--- config.mk ---
export PLATFORM = sky130hd
export DESIGN_NAME = demux_route_sequencer
export DESIGN_NICKNAME = d
export VERILOG_FILES = /design/src/rtl/demux_route_sequencer_pkg.sv /design/src/rtl/demux_burst_counter.sv /design/src/rtl/demux_route_sequencer.sv
export SDC_FILE = /design/constraint.sdc
export NUM_CORES = 1
export LEC_CHECK = 0
export CAP_MARGIN = 20
export CORE_MARGIN = 2
export CORE_UTILIZATION = 37
export CTS_BUF_LIST = sky130_fd_sc_hd__clkbuf_8
export CTS_CLUSTER_DIAMETER = 100
export DETAILED_ROUTE_END_ITERATION = 7
export GPL_ROUTABILITY_DRIVEN = 1
export GPL_TIMING_DRIVEN = 0
export PLACE_DENSITY = 0.73
export SLEW_MARGIN = 20
export SYNTH_ARGS = -nofsm -noshare
export SYNTH_HDL_FRONTEND = slang
export SYNTH_SLANG_ARGS = --single-unit
export TNS_END_PERCENT = 1
--- constraint.sdc ---
create_clock -name clk -period 1.3 [get_ports clk]
set_input_delay 0.13 -clock clk [delete_from_list [all_inputs] [get_ports clk]]
set_output_delay 0.13 -clock clk [all_outputs]
set_load 0.02 [all_outputs]
--- src/rtl/demux_route_sequencer_pkg.sv ---
`default_nettype none
// ============================================================================
//  Module   : demux_route_sequencer_pkg
//  Purpose  : Shared definitions for the demux route sequencer, its burst
//             counter and the integrating demux wrapper/benches.
//  Contents : demux select encodings, handshake FSM state type,
//             destination count, counter width helper.
//  Revision : 1.0  initial release
// ============================================================================
package demux_route_sequencer_pkg;

  // Number of demux destinations.
  localparam int NUM_DST = 3;

  // Demux select encodings; SEL_PARK drives all demux outputs to zero.
  localparam logic [1:0] SEL_OUT1 = 2'd0;
  localparam logic [1:0] SEL_OUT2 = 2'd1;
  localparam logic [1:0] SEL_OUT3 = 2'd2;
  localparam logic [1:0] SEL_PARK = 2'd3;

  // Handshake FSM states.
  typedef enum logic [0:0] {
    ST_IDLE = 1'b0,
    ST_SEND = 1'b1
  } state_t;

  // Width of the in-burst counter; at least one bit even for BURST=1.
  function automatic int cnt_width(input int burst);
    return (burst > 1) ? $clog2(burst) : 1;
  endfunction

endpackage : demux_route_sequencer_pkg
`default_nettype wire

--- src/rtl/demux_burst_counter.sv ---
`default_nettype none
// ============================================================================
//  Module   : demux_burst_counter
//  Purpose  : Round-robin destination pointer. Counts completed transfers
//             and rotates the pointer 0->1->2->0 after every BURST of them.
//  Ports    : clk        system clock
//             reset      synchronous active-high reset (ptr=0, cnt=0)
//             advance_i  a transfer completed this cycle
//             ptr_o      current destination index (0..2, never 3)
//  Revision : 1.0  initial release
// ============================================================================
module demux_burst_counter
  import demux_route_sequencer_pkg::*;
#(
  parameter int BURST = 4
) (
  input  logic       clk,
  input  logic       reset,
  input  logic       advance_i,
  output logic [1:0] ptr_o
);

  localparam int                CNT_W    = cnt_width(BURST);
  localparam logic [CNT_W-1:0]  CNT_LAST = CNT_W'(BURST - 1);

  logic [1:0]       ptr_q, ptr_d;
  logic [CNT_W-1:0] cnt_q, cnt_d;

  always_comb begin
    ptr_d = ptr_q;
    cnt_d = cnt_q;
    if (advance_i) begin
      if (cnt_q == CNT_LAST) begin
        cnt_d = '0;
        // Explicit wrap keeps the pointer out of the park encoding.
        ptr_d = (ptr_q == SEL_OUT3) ? SEL_OUT1 : ptr_q + 2'd1;
      end else begin
        cnt_d = cnt_q + CNT_W'(1);
      end
    end
  end

  always_ff @(posedge clk) begin
    if (reset) begin
      ptr_q <= SEL_OUT1;
      cnt_q <= '0;
    end else begin
      ptr_q <= ptr_d;
      cnt_q <= cnt_d;
    end
  end

  assign ptr_o = ptr_q;

endmodule : demux_burst_counter
`default_nettype wire

--- src/rtl/demux_route_sequencer.sv ---
`default_nettype none
// ============================================================================
//  Module   : demux_route_sequencer
//  Purpose  : Upstream control for the 8-bit 1-to-3 demux. Holds one byte
//             from a valid/ready stream, drives the demux data/select lines
//             and pulses a one-hot write strobe when the selected
//             destination is ready. Bursts of BURST bytes rotate 1->2->3.
//  Ports    : clk, reset      clock, synchronous active-high reset
//             in_data/valid   upstream byte and its valid
//             in_ready        byte can be accepted this cycle
//             dst_ready[2:0]  per-destination ready (bit k = dest k+1)
//             demux_a         demux data input (held byte)
//             demux_sel       demux select, 3 = parked
//             dst_we[2:0]     one-hot destination write strobe
//             busy            a byte is held and not yet delivered
//  Revision : 1.0  initial release
// ============================================================================
module demux_route_sequencer
  import demux_route_sequencer_pkg::*;
#(
  parameter int WIDTH = 8,
  parameter int BURST = 4
) (
  input  logic               clk,
  input  logic               reset,
  input  logic [WIDTH-1:0]   in_data,
  input  logic               in_valid,
  output logic               in_ready,
  input  logic [NUM_DST-1:0] dst_ready,
  output logic [WIDTH-1:0]   demux_a,
  output logic [1:0]         demux_sel,
  output logic [NUM_DST-1:0] dst_we,
  output logic               busy
);

  state_t           state_q;
  logic [WIDTH-1:0] data_q;
  logic [1:0]       ptr;
  logic             sending;
  logic             xfer;
  logic             acc;

  demux_burst_counter #(
    .BURST (BURST)
  ) u_burst_counter (
    .clk       (clk),
    .reset     (reset),
    .advance_i (xfer),
    .ptr_o     (ptr)
  );

  assign sending   = (state_q == ST_SEND);
  // Only the selected destination's ready matters; others are ignored.
  assign xfer      = sending & dst_ready[ptr];
  assign acc       = in_valid & in_ready;

  assign demux_a   = data_q;
  assign demux_sel = sending ? ptr : SEL_PARK;
  assign dst_we    = xfer ? (3'b001 << ptr) : 3'b000;
  // Accepting while delivering gives one byte per cycle back-to-back.
  assign in_ready  = ~sending | xfer;
  assign busy      = sending;

  always_ff @(posedge clk) begin
    if (reset) begin
      state_q <= ST_IDLE;
      data_q  <= '0;
    end else begin
      if (acc) begin
        data_q <= in_data;
      end
      case (state_q)
        ST_IDLE: if (acc) state_q <= ST_SEND;
        ST_SEND: if (xfer && !acc) state_q <= ST_IDLE;
        default: state_q <= ST_IDLE;
      endcase
    end
  end

endmodule : demux_route_sequencer
`default_nettype wire

# Yosys cells after proc, flatten, opt, wreduce, memory -nomap -nowiden
# Index checks and enable logic that the tools add are counted.
# Widths: inputs -> output; s select.
[word_totals] ff_bits=13 latchBits=0 mem_bits_rw=0 rom_bits=0 output_inout_bits=15 word_cells=26 mem_count=0
[classes] n_addsub=2 n_mul=0 div_mod_pow=0 order_cmp=1 n_eq_ne=2 shifts=1 mux=9 bitwise=4 reduce_logical=3
[ops] cell="$mux 2" count=3
[ops] cell="$add 2x1->2 const B" count=2
[ops] cell="$eq 2x2->1 const B" count=2
[ops] cell="$lt 2x3->1 const B" count=1
[ops] cell="$mux 1" count=3
[ops] cell="$mux 3" count=1
[ops] cell="$shl 1x2->3 const A" count=1
[ops] cell="$and 1x1->1" count=2
[ops] cell="$bmux 1 s2" count=1
[ops] cell="$pmux 1 s2" count=1
[ops] cell="$reduce_and 2->1" count=1
[ops] cell="$logic_and 1x1->1" count=1
[ops] cell="$logic_not 1->1" count=1
[ops] cell="$not 1->1" count=1
[ops] cell="$or 1x1->1" count=1

# Depth between registers and ports, before layout
# Gate-level depths: netlist of run 1.
[logic_depth] word_depth=9 depth_mapped=5 mapped_depth_nobuf=4

# Cells and area by module
# Synthesis of run 1 repeated with hierarchy kept, for this count alone.
[hier_totals] cells_unflattened=66 area_unflattened_um2=673.1
[modules_own_cells] module="demux_route_sequencer" n_inst=1 cells_each=50 area_each_um2=493.0 seq_area_each_um2=180.2
[modules_own_cells] module="demux_burst_counter" n_inst=1 cells_each=16 area_each_um2=180.2 seq_area_each_um2=80.1

# Worst setup path before layout of run 1
# Ideal clock, no wire load.
[synth_path] path_kind="register to register" startpoint="register u_burst_counter.ptr_q[1] (netlist: u_burst_counter.ptr_o[1])" endpoint="register state_q (netlist: busy)" setup_time_ps=71 arrival_time_ps=1417 t_required_ps=1229 slack_ps=-188 path_stages_with_launch=5 path_buffers=0 synth_period_minus_slack_ps=1488 cell_sequence="dfxtp_1 > mux2_4 > mux2_2 > nand2b_1 > a21oi_1"
[synth_via] elab_chain_len=9
[synth_rtl] element="start, declared" line_no="demux_burst_counter.sv:26" rtl="logic [1:0] ptr_q, ptr_d;"
[synth_rtl] element="start signal, assigned" line_no="demux_burst_counter.sv:48" rtl="ptr_q <= ptr_d;"
[synth_rtl] element="$bmux 1 s2 *" line_no="demux_route_sequencer.sv:54" rtl="assign xfer = sending & dst_ready[ptr];"
[synth_rtl] element="$mux 1 (not written as such) *" line_no="demux_route_sequencer.sv:54"
[synth_rtl] element="$and 1x1->1 *" line_no="demux_route_sequencer.sv:54"
[synth_rtl] element="$or 1x1->1 *" line_no="demux_route_sequencer.sv:61" rtl="assign in_ready = ~sending | xfer;"
[synth_rtl] element="net in_ready" line_no="demux_route_sequencer.sv:28" rtl="output logic in_ready,"
[synth_rtl] element="$and 1x1->1 *" line_no="demux_route_sequencer.sv:55" rtl="assign acc = in_valid & in_ready;"
[synth_rtl] element="$logic_not 1->1" line_no="demux_route_sequencer.sv:74" rtl="ST_SEND: if (xfer && !acc) state_q <= ST_IDLE;"
[synth_rtl] element="$logic_and 1x1->1" line_no="demux_route_sequencer.sv:74"
[synth_rtl] element="$mux 1" line_no="demux_route_sequencer.sv:74"
[synth_rtl] element="$pmux 1 s2 *" line_no="demux_route_sequencer.sv:72" rtl="case (state_q)"
[synth_rtl] element="end signal, assigned" line_no="demux_route_sequencer.sv:73" rtl="ST_IDLE: if (acc) state_q <= ST_SEND;"
[synth_rtl] element="end signal, assigned" line_no="demux_route_sequencer.sv:74"
[synth_rtl] element="end signal, assigned" line_no="demux_route_sequencer.sv:75" rtl="default: state_q <= ST_IDLE;"
[synth_rtl] element="end, declared" line_no="demux_route_sequencer.sv:36" rtl="state_t state_q;"
# Mark *: on every way through the listed nets, which the timed path passes. The rest lies on a longest branch. The select of a mux whose other input is x is not followed.
# A chain may end at the register's enable or synchronous reset.

# Final worst setup path of run 1
[layout_path] startpoint="register u_burst_counter.ptr_q[1] (netlist: u_burst_counter.ptr_o[1])" endpoint="output port in_ready"
[layout_via] elab_chain_len=4
[layout_rtl] element="$bmux 1 s2" line_no="demux_route_sequencer.sv:54"
[layout_rtl] element="$mux 1 (not written as such)" line_no="demux_route_sequencer.sv:54"
[layout_rtl] element="$and 1x1->1" line_no="demux_route_sequencer.sv:54"
[layout_rtl] element="$or 1x1->1" line_no="demux_route_sequencer.sv:61"
[layout_rtl] element="end, declared" line_no="demux_route_sequencer.sv:28"
# Every way passes these cells. The select of a mux whose other input is x is not followed.

==> flow_summary.ini, run 1 <==
[status]
run_status = complete, but fails checks
violations = negative setup slack

[synthesis]
syn_inst = 62
synth_mux_area_frac = 0.178
synth_top_cell_area_share = 0.435
async_flop_share = 0
synth_xor_area_frac = 0
ys_ff_latch = 13
yosys.cell_count.top_type = dfxtp_1
synth_area_per_cell_um2 = 9.65
synth_top_family_by_area = simple AND/OR/NAND/NOR gates
synth_common_cells = dfxtp_1, nor2_1, mux2i_1
synth_warnings = 0
seq_area_frac_synth = 0.435
yosysUniqueCellTypes = 24
synth_nets = 77
synth_compound_area_frac = 0.115
ys.flop_type = dfxtp_1
synthesis.area_um2 = 598
yosysTopAreaCell = dfxtp_1
yosys.area_share.simple = 0.224
synthAdderAreaFrac = 0.0209
synth_edf_count = 0
synth_area_leaders = dfxtp_1, mux2i_1, nor2_1

[grt]
antenna_found_initial = 0
globalRouteOverflowTotal = 0
grt_max_degree = 11
grt_usage = 0.151
grt_pass1_vias = 516
grt_pass1_wl_mm = 2.16

[pwr]
ir_drop_mv = 0.906
p_leak_uw = 0.000492
p_per_area_nw_per_um2 = 958
finalPower_uw = 981

[detailed_routing]
dr.pass1.iters = 3
vias = 568
wl_met3_um = 109
dr_wl_met2_um = 593
drt_iter0_markers = 3
drt-met1-wl_um = 601
wl_mm = 1.32
post-route-drc-count = 0
routedWlPerCell_um = 11.3
highest_layer = met4
ant_nets = 0
routed_via_density = 4.90

[sta]
setup_violations = 15
hold_slack_ns = 0.490
rsz0062_at_grt = true
layout_setup_ws_ns = -0.307
max_slew_margin = 0.726
finalHoldViolations = 0
worstMarginPinSlew_ns = 0.411
final.setup_skew_ns = 0.00313
fin_crit_ns = 1.61
period_share = 1.24
finalMaxSlewViolations = 0
max_freq_mhz = 622

[min_path]
worstHoldPathType = reg -> reg

[critical_path]
crit_type = reg -> out
path_common_cell = mux2_4
critPathCaptureType = output port
path_cells = mux2_4 -> mux2_4 -> nand2b_4 -> buf_6
worst_path_max_delay_cell = dfxtp_4
required_ns = 1.17
r2r_setup_slack_ns = -0.24
startpoint_type = flop
critPathArrivalTime_ns = 1.48
slowest_delay_ns = 0.37
critPathMaxFanout = 6

[placement]
port-buffer-count = 28
placed_cell_area_um2 = 916
gp_congestion = 0.782
place_hpwl_um = 904
dp_slack_ns = -0.704

[floorplanning]
die_h_um = 44.2
core.rowCount = 14
start_util = 0.397
fp.dieW_um = 44.2
ios = 29
fp.dieArea_um2 = 1950
core_um2 = 1510

[clock_tree]
root_buffer = clkbuf_8
cts_buffers = 3
cts.sinks = 13
tritoncts = yes
htree_num_levels = 1
clk_transition_reported_paths_ns = 0.05
cts.hold.buffers_added = 0
cts_buffer_depth = 2
worstSkewPairLatency_ns = 0.24

[final_layout]
nFillCells = 140
stdcell_area_um2 = 1020
area_growth_pct = 71.3
post-route-util = 0.680
drive_gt1_frac = 0.240
diodes = 0
finish.net_count = 116

[run]
timing.max_cap.violations = 0
flip-flops by register name (all words and copies together) (netlist names):
signal / count
busy: 1
u_burst_counter.cnt_q: 2
demux_a: 8
u_burst_counter.ptr_o: 2
worst max-delay path, delay by kind of cell (launching register included):
kind,cells,cell delay (ns)
muxes,2,0.59
DFF,1,0.37
and+or+nand+nor,1,0.15
buffers and inverters,1,0.13
placed cells by master, fill, tap and decap left out:
| master | count |
|---|---|
| a21oi_1 | 2 |
| a311oi_1 | 1 |
| a41oi_1 | 1 |
| and2_4 | 1 |
| and2b_4 | 1 |
| and3_1 | 2 |
| buf_12 | 1 |
| buf_2 | 1 |
| buf_4 | 6 |
| buf_6 | 2 |
| clkbuf_1 | 1 |
| clkbuf_8 | 3 |
| clkdlybuf4s15_1 | 1 |
| clkdlybuf4s50_1 | 13 |
| dfxtp_1 | 11 |
| dfxtp_2 | 1 |
| dfxtp_4 | 1 |
| dlygate4sd2_1 | 10 |
| dlymetal6s2s_1 | 1 |
| ha_1 | 1 |
| inv_1 | 3 |
| mux2_4 | 2 |
| mux2i_1 | 8 |
| nand2_1 | 4 |
| nand2b_1 | 2 |
| nand2b_4 | 2 |
| nand3_1 | 2 |
| nand4b_1 | 1 |
| nor2_1 | 9 |
| nor3_1 | 1 |
| nor3b_1 | 1 |
| o21ai_0 | 1 |
| o21ai_2 | 2 |
| o221ai_4 | 1 |
through the flow:
| step | setup TNS (ns) | cells |
|---|---|---|
| 5_1_grt | -3.86 | 116 |
| 3_5_place_dp | -5.41 | 106 |
| 4_1_cts | -2.56 | 115 |
| 6_report | -2.76 | 116 |
| 3_3_place_gp | -5.44 | 106 |
| 2_1_floorplan | -0.627 | 62 |
final cells by class:
cell class	count	area [um2]	share of cell area
timing repair buffer	34	325	0.317
inverter	2	7.51	0.00733
multi-input combinational	45	350	0.342
clock buffer	3	41.3	0.0403
sequential	13	265	0.259
tap	16	20.0	0.0195
clock inverter	1	3.75	0.00366
buffer	2	11.3	0.0110
final timing paths:
| kind | startpoint | to | depth (start not counted) |
|---|---|---|---|
| hold reg to reg | demux_a[4] | demux_a[4] | 2 |
| hold / removal | demux_a[4] | demux_a[4] | 2 |
| setup reg to reg | u_burst_counter.ptr_o[1] | busy | 6 |
| setup / recovery | u_burst_counter.ptr_o[1] | in_ready | 4 |
repair_timing:
action                                  in CTS  in global routing
hold endpoints to repair                     0                  0
endpoints found under the setup margin      25                 18
pin swaps                                    2                  1
resized for setup                           32                  3
setup buffers                                5                  1
report_power, final:
group / total (uW) / internal, uW / switching [uW]
combinational: 209 / 115 / 93.9
sequential: 429 / 417 / 11.2
clock: 343 / 208 / 136
cells by family after synthesis:
kind of cell,count (synthesis)
flops,13
mux,10
fa+ha+maj,1
compound gates,8
simple gates,26
buf+inv,4
layer usage:
| layer | track usage | up-vias |
|---|---|---|
| met5 | 0 | - |
| met4 | 0.0606 | 0 |
| met3 | 0.0531 | 2 |
| met2 | 0.238 | 23 |
| met1 | 0.187 | 249 |
| li1 | - | 294 |
(Power assumes the default switching activity.)
==> run 2, diff against run 1 <==
--- a/config.mk
+++ b/config.mk
@@ -5,9 +5,10 @@
 export SDC_FILE = /design/constraint.sdc
 export NUM_CORES = 1
 export LEC_CHECK = 0
+export ABC_AREA = 1
 export CAP_MARGIN = 20
 export CORE_MARGIN = 2
-export CORE_UTILIZATION = 37
+export CORE_UTILIZATION = 39
 export CTS_BUF_LIST = sky130_fd_sc_hd__clkbuf_8
 export CTS_CLUSTER_DIAMETER = 100
 export DETAILED_ROUTE_END_ITERATION = 7
==> run 2 against run 1 <==
Highest routed layer unchanged. Critical endpoint is now dst_we[2]. Die area rose by 10%. Utilization fell by 0.70 points. Clock skew fell by 0.0023 ns. Largest power group unchanged. Final cell count rose by 41%. Register-to-register slack improved by 0.35 ns. The flow still finishes with violations (negative setup slack). Non-clock buffer count rose by 4.
==> flow_summary.ini, run 2 <==
[detailed_routing]
ant_nets = 0
vias = 752
routedWlPerCell_um = 11.0
routed_via_density = 4.61
dr.pass1.iters = 4
wl_mm = 1.79
drt_iter0_markers = 7
post-route-drc-count = 0

[synthesis]
synth_nets = 113
synth_area_per_cell_um2 = 7.15
seq_area_frac_synth = 0.371
synth_top_family_by_area = simple AND/OR/NAND/NOR gates
synth_warnings = 0
synth_compound_area_frac = 0.127
synth_edf_count = 0
synth_common_cells = nand2_1, nor2_1, dfxtp_1
async_flop_share = 0
synth_xor_area_frac = 0
yosysTopAreaCell = dfxtp_1
synth_mux_area_frac = 0
yosys.area_share.simple = 0.371
synthesis.area_um2 = 701
yosys.cell_count.top_type = nand2_1
ys_ff_latch = 13
syn_inst = 98
synth_area_leaders = dfxtp_1, a21oi_2, nand2_1
synth_top_cell_area_share = 0.371
ys.flop_type = dfxtp_1
yosysUniqueCellTypes = 15
synthAdderAreaFrac = 0.0179

[run]
timing.max_cap.violations = 0

[clock_tree]
tritoncts = yes
cts.sinks = 13
cts.hold.buffers_added = 0
cts_buffers = 3
worstSkewPairLatency_ns = 0.24
htree_num_levels = 1
cts_buffer_depth = 2
root_buffer = clkbuf_8
clk_transition_reported_paths_ns = 0.05

[status]
violations = negative setup slack
run_status = complete, but fails checks

[critical_path]
rr_endpoint = demux_a[5]
critPathArrivalTime_ns = 1.23
critPathCaptureType = output port
worstRegToRegCells = 8
cp-startpoint = dst_ready[2]
r2r_setup_slack_ns = 0.11
crit_type = in -> out
critPathMaxFanout = 5
endpoint = dst_we[2]
r2r_start = u_burst_counter.ptr_o[0]
required_ns = 1.17
startpoint_type = primary input

[placement]
placed_cell_area_um2 = 1000
place_hpwl_mm = 1.18
port-buffer-count = 27
gp_congestion = 0.873

[floorplanning]
fp.dieArea_um2 = 2150
start_util = 0.410
fp.dieW_um = 46.4
die_h_um = 46.4
core.rowCount = 15
ios = 29
core_um2 = 1710

[grt]
met1_usage = 0.202
use_met3 = 0.0314
grt_pass1_wl_mm = 2.66
grt_max_degree = 11
grt_usage = 0.171
gr-usage-met2 = 0.294
antenna_found_initial = 0
busiest_layer = met2
globalRouteOverflowTotal = 0
grt_pass1_vias = 693

[final_layout]
diodes = 0
post-route-util = 0.673
largest_reg_flops = 8
drive_gt1_frac = 0.333
layout_common_cells = nand2_1, nor2_1, buf_4, clkdlybuf4s50_1
finish.net_count = 154
stdcell_area_um2 = 1150
area_growth_pct = 64.1

[pwr]
p_leak_uw = 0.000586
p_per_area_nw_per_um2 = 895
ir_drop_mv = 0.599

[sta]
period_share = 1.05
max_freq_mhz = 733
fin_crit_ns = 1.36
layout_setup_ws_ns = -0.0634
worstMarginPinSlew_ns = 0.292
setup_violations = 3
rsz0062_at_grt = true
finalMaxSlewViolations = 0
final.setup_skew_ns = 0.000806
max_slew_margin = 0.805
finalHoldViolations = 0

[min_path]
worstHoldPathType = in -> reg
## run 2: worst min path at each step
stage,slack (ns),startpoint,end,cells after the start
after floorplan,0.19,reset,busy,1
after global placement,0.47,u_burst_counter.cnt_q[1],u_burst_counter.cnt_q[1],2
after detailed placement,0.48,demux_a[6],demux_a[6],2
after CTS,0.26,in_valid,demux_a[3],4
after global routing,0.30,in_valid,demux_a[6],4
final,0.26,in_valid,demux_a[4],4
## run 2: cell type report
| type | count | area, um2 |
|---|---|---|
| Fill cell | 144 | 558 |
| Multi-Input combinational cell | 67 | 399 |
| Timing Repair Buffer | 37 | 327 |
| Sequential cell | 13 | 268 |
| Inverter | 14 | 62.6 |
| Clock buffer | 3 | 41.3 |
| Tap cell | 25 | 31.3 |
| Buffer | 3 | 17.5 |
| Clock inverter | 1 | 3.75 |
## run 2: report_power, final
part           internal, uW  switching, uW  total [uW]
Clock                   208            133         341
Combinational           119            131         250
Sequential              422           17.4         439
## run 2: metrics by stage
stage	setup TNS, ns	worst slack (ns)	hold slack [ns]	instances	power, uW
CTS	-0.346	-0.138	0.261	159	1030
floorplan	0	0.106	0.192	98	587
global route	-0.283	-0.110	0.301	163	1080
global placement	-2.52	-0.604	0.467	150	695
detailed placement	-2.68	-0.615	0.479	150	701
finish	-0.140	-0.0634	0.257	163	1030
## run 2: what timing repair did
action | CTS | global route
setup endpoints to repair | 14 | 15
pin swaps | 1 | 1
resized for setup | 31 | 22
setup buffers | 5 | 5
## run 2: worst max-delay path: stages
cell,delay [ns]
clkdlybuf4s50_1,0.53
nand3_4,0.12
nand3_4,0.11
nand2_4,0.07
inv_4,0.06
nand3_2,0.06
inv_2,0.05
buf_6,0.10
## run 2: logic make-up (layout without fill, tap and decap cells)
family	Yosys count	in the layout
compound gates	11	11
buf+inv	18	58
simple gates	55	55
flops	13	13
fa+ha+maj	1	1
## run 2: metal layers
metal / share of wire / vias up
met5: 0 / -
met4: 0.0056 / 0
met3: 0.053 / 2
met2: 0.54 / 27
met1: 0.40 / 334
li1: - / 389
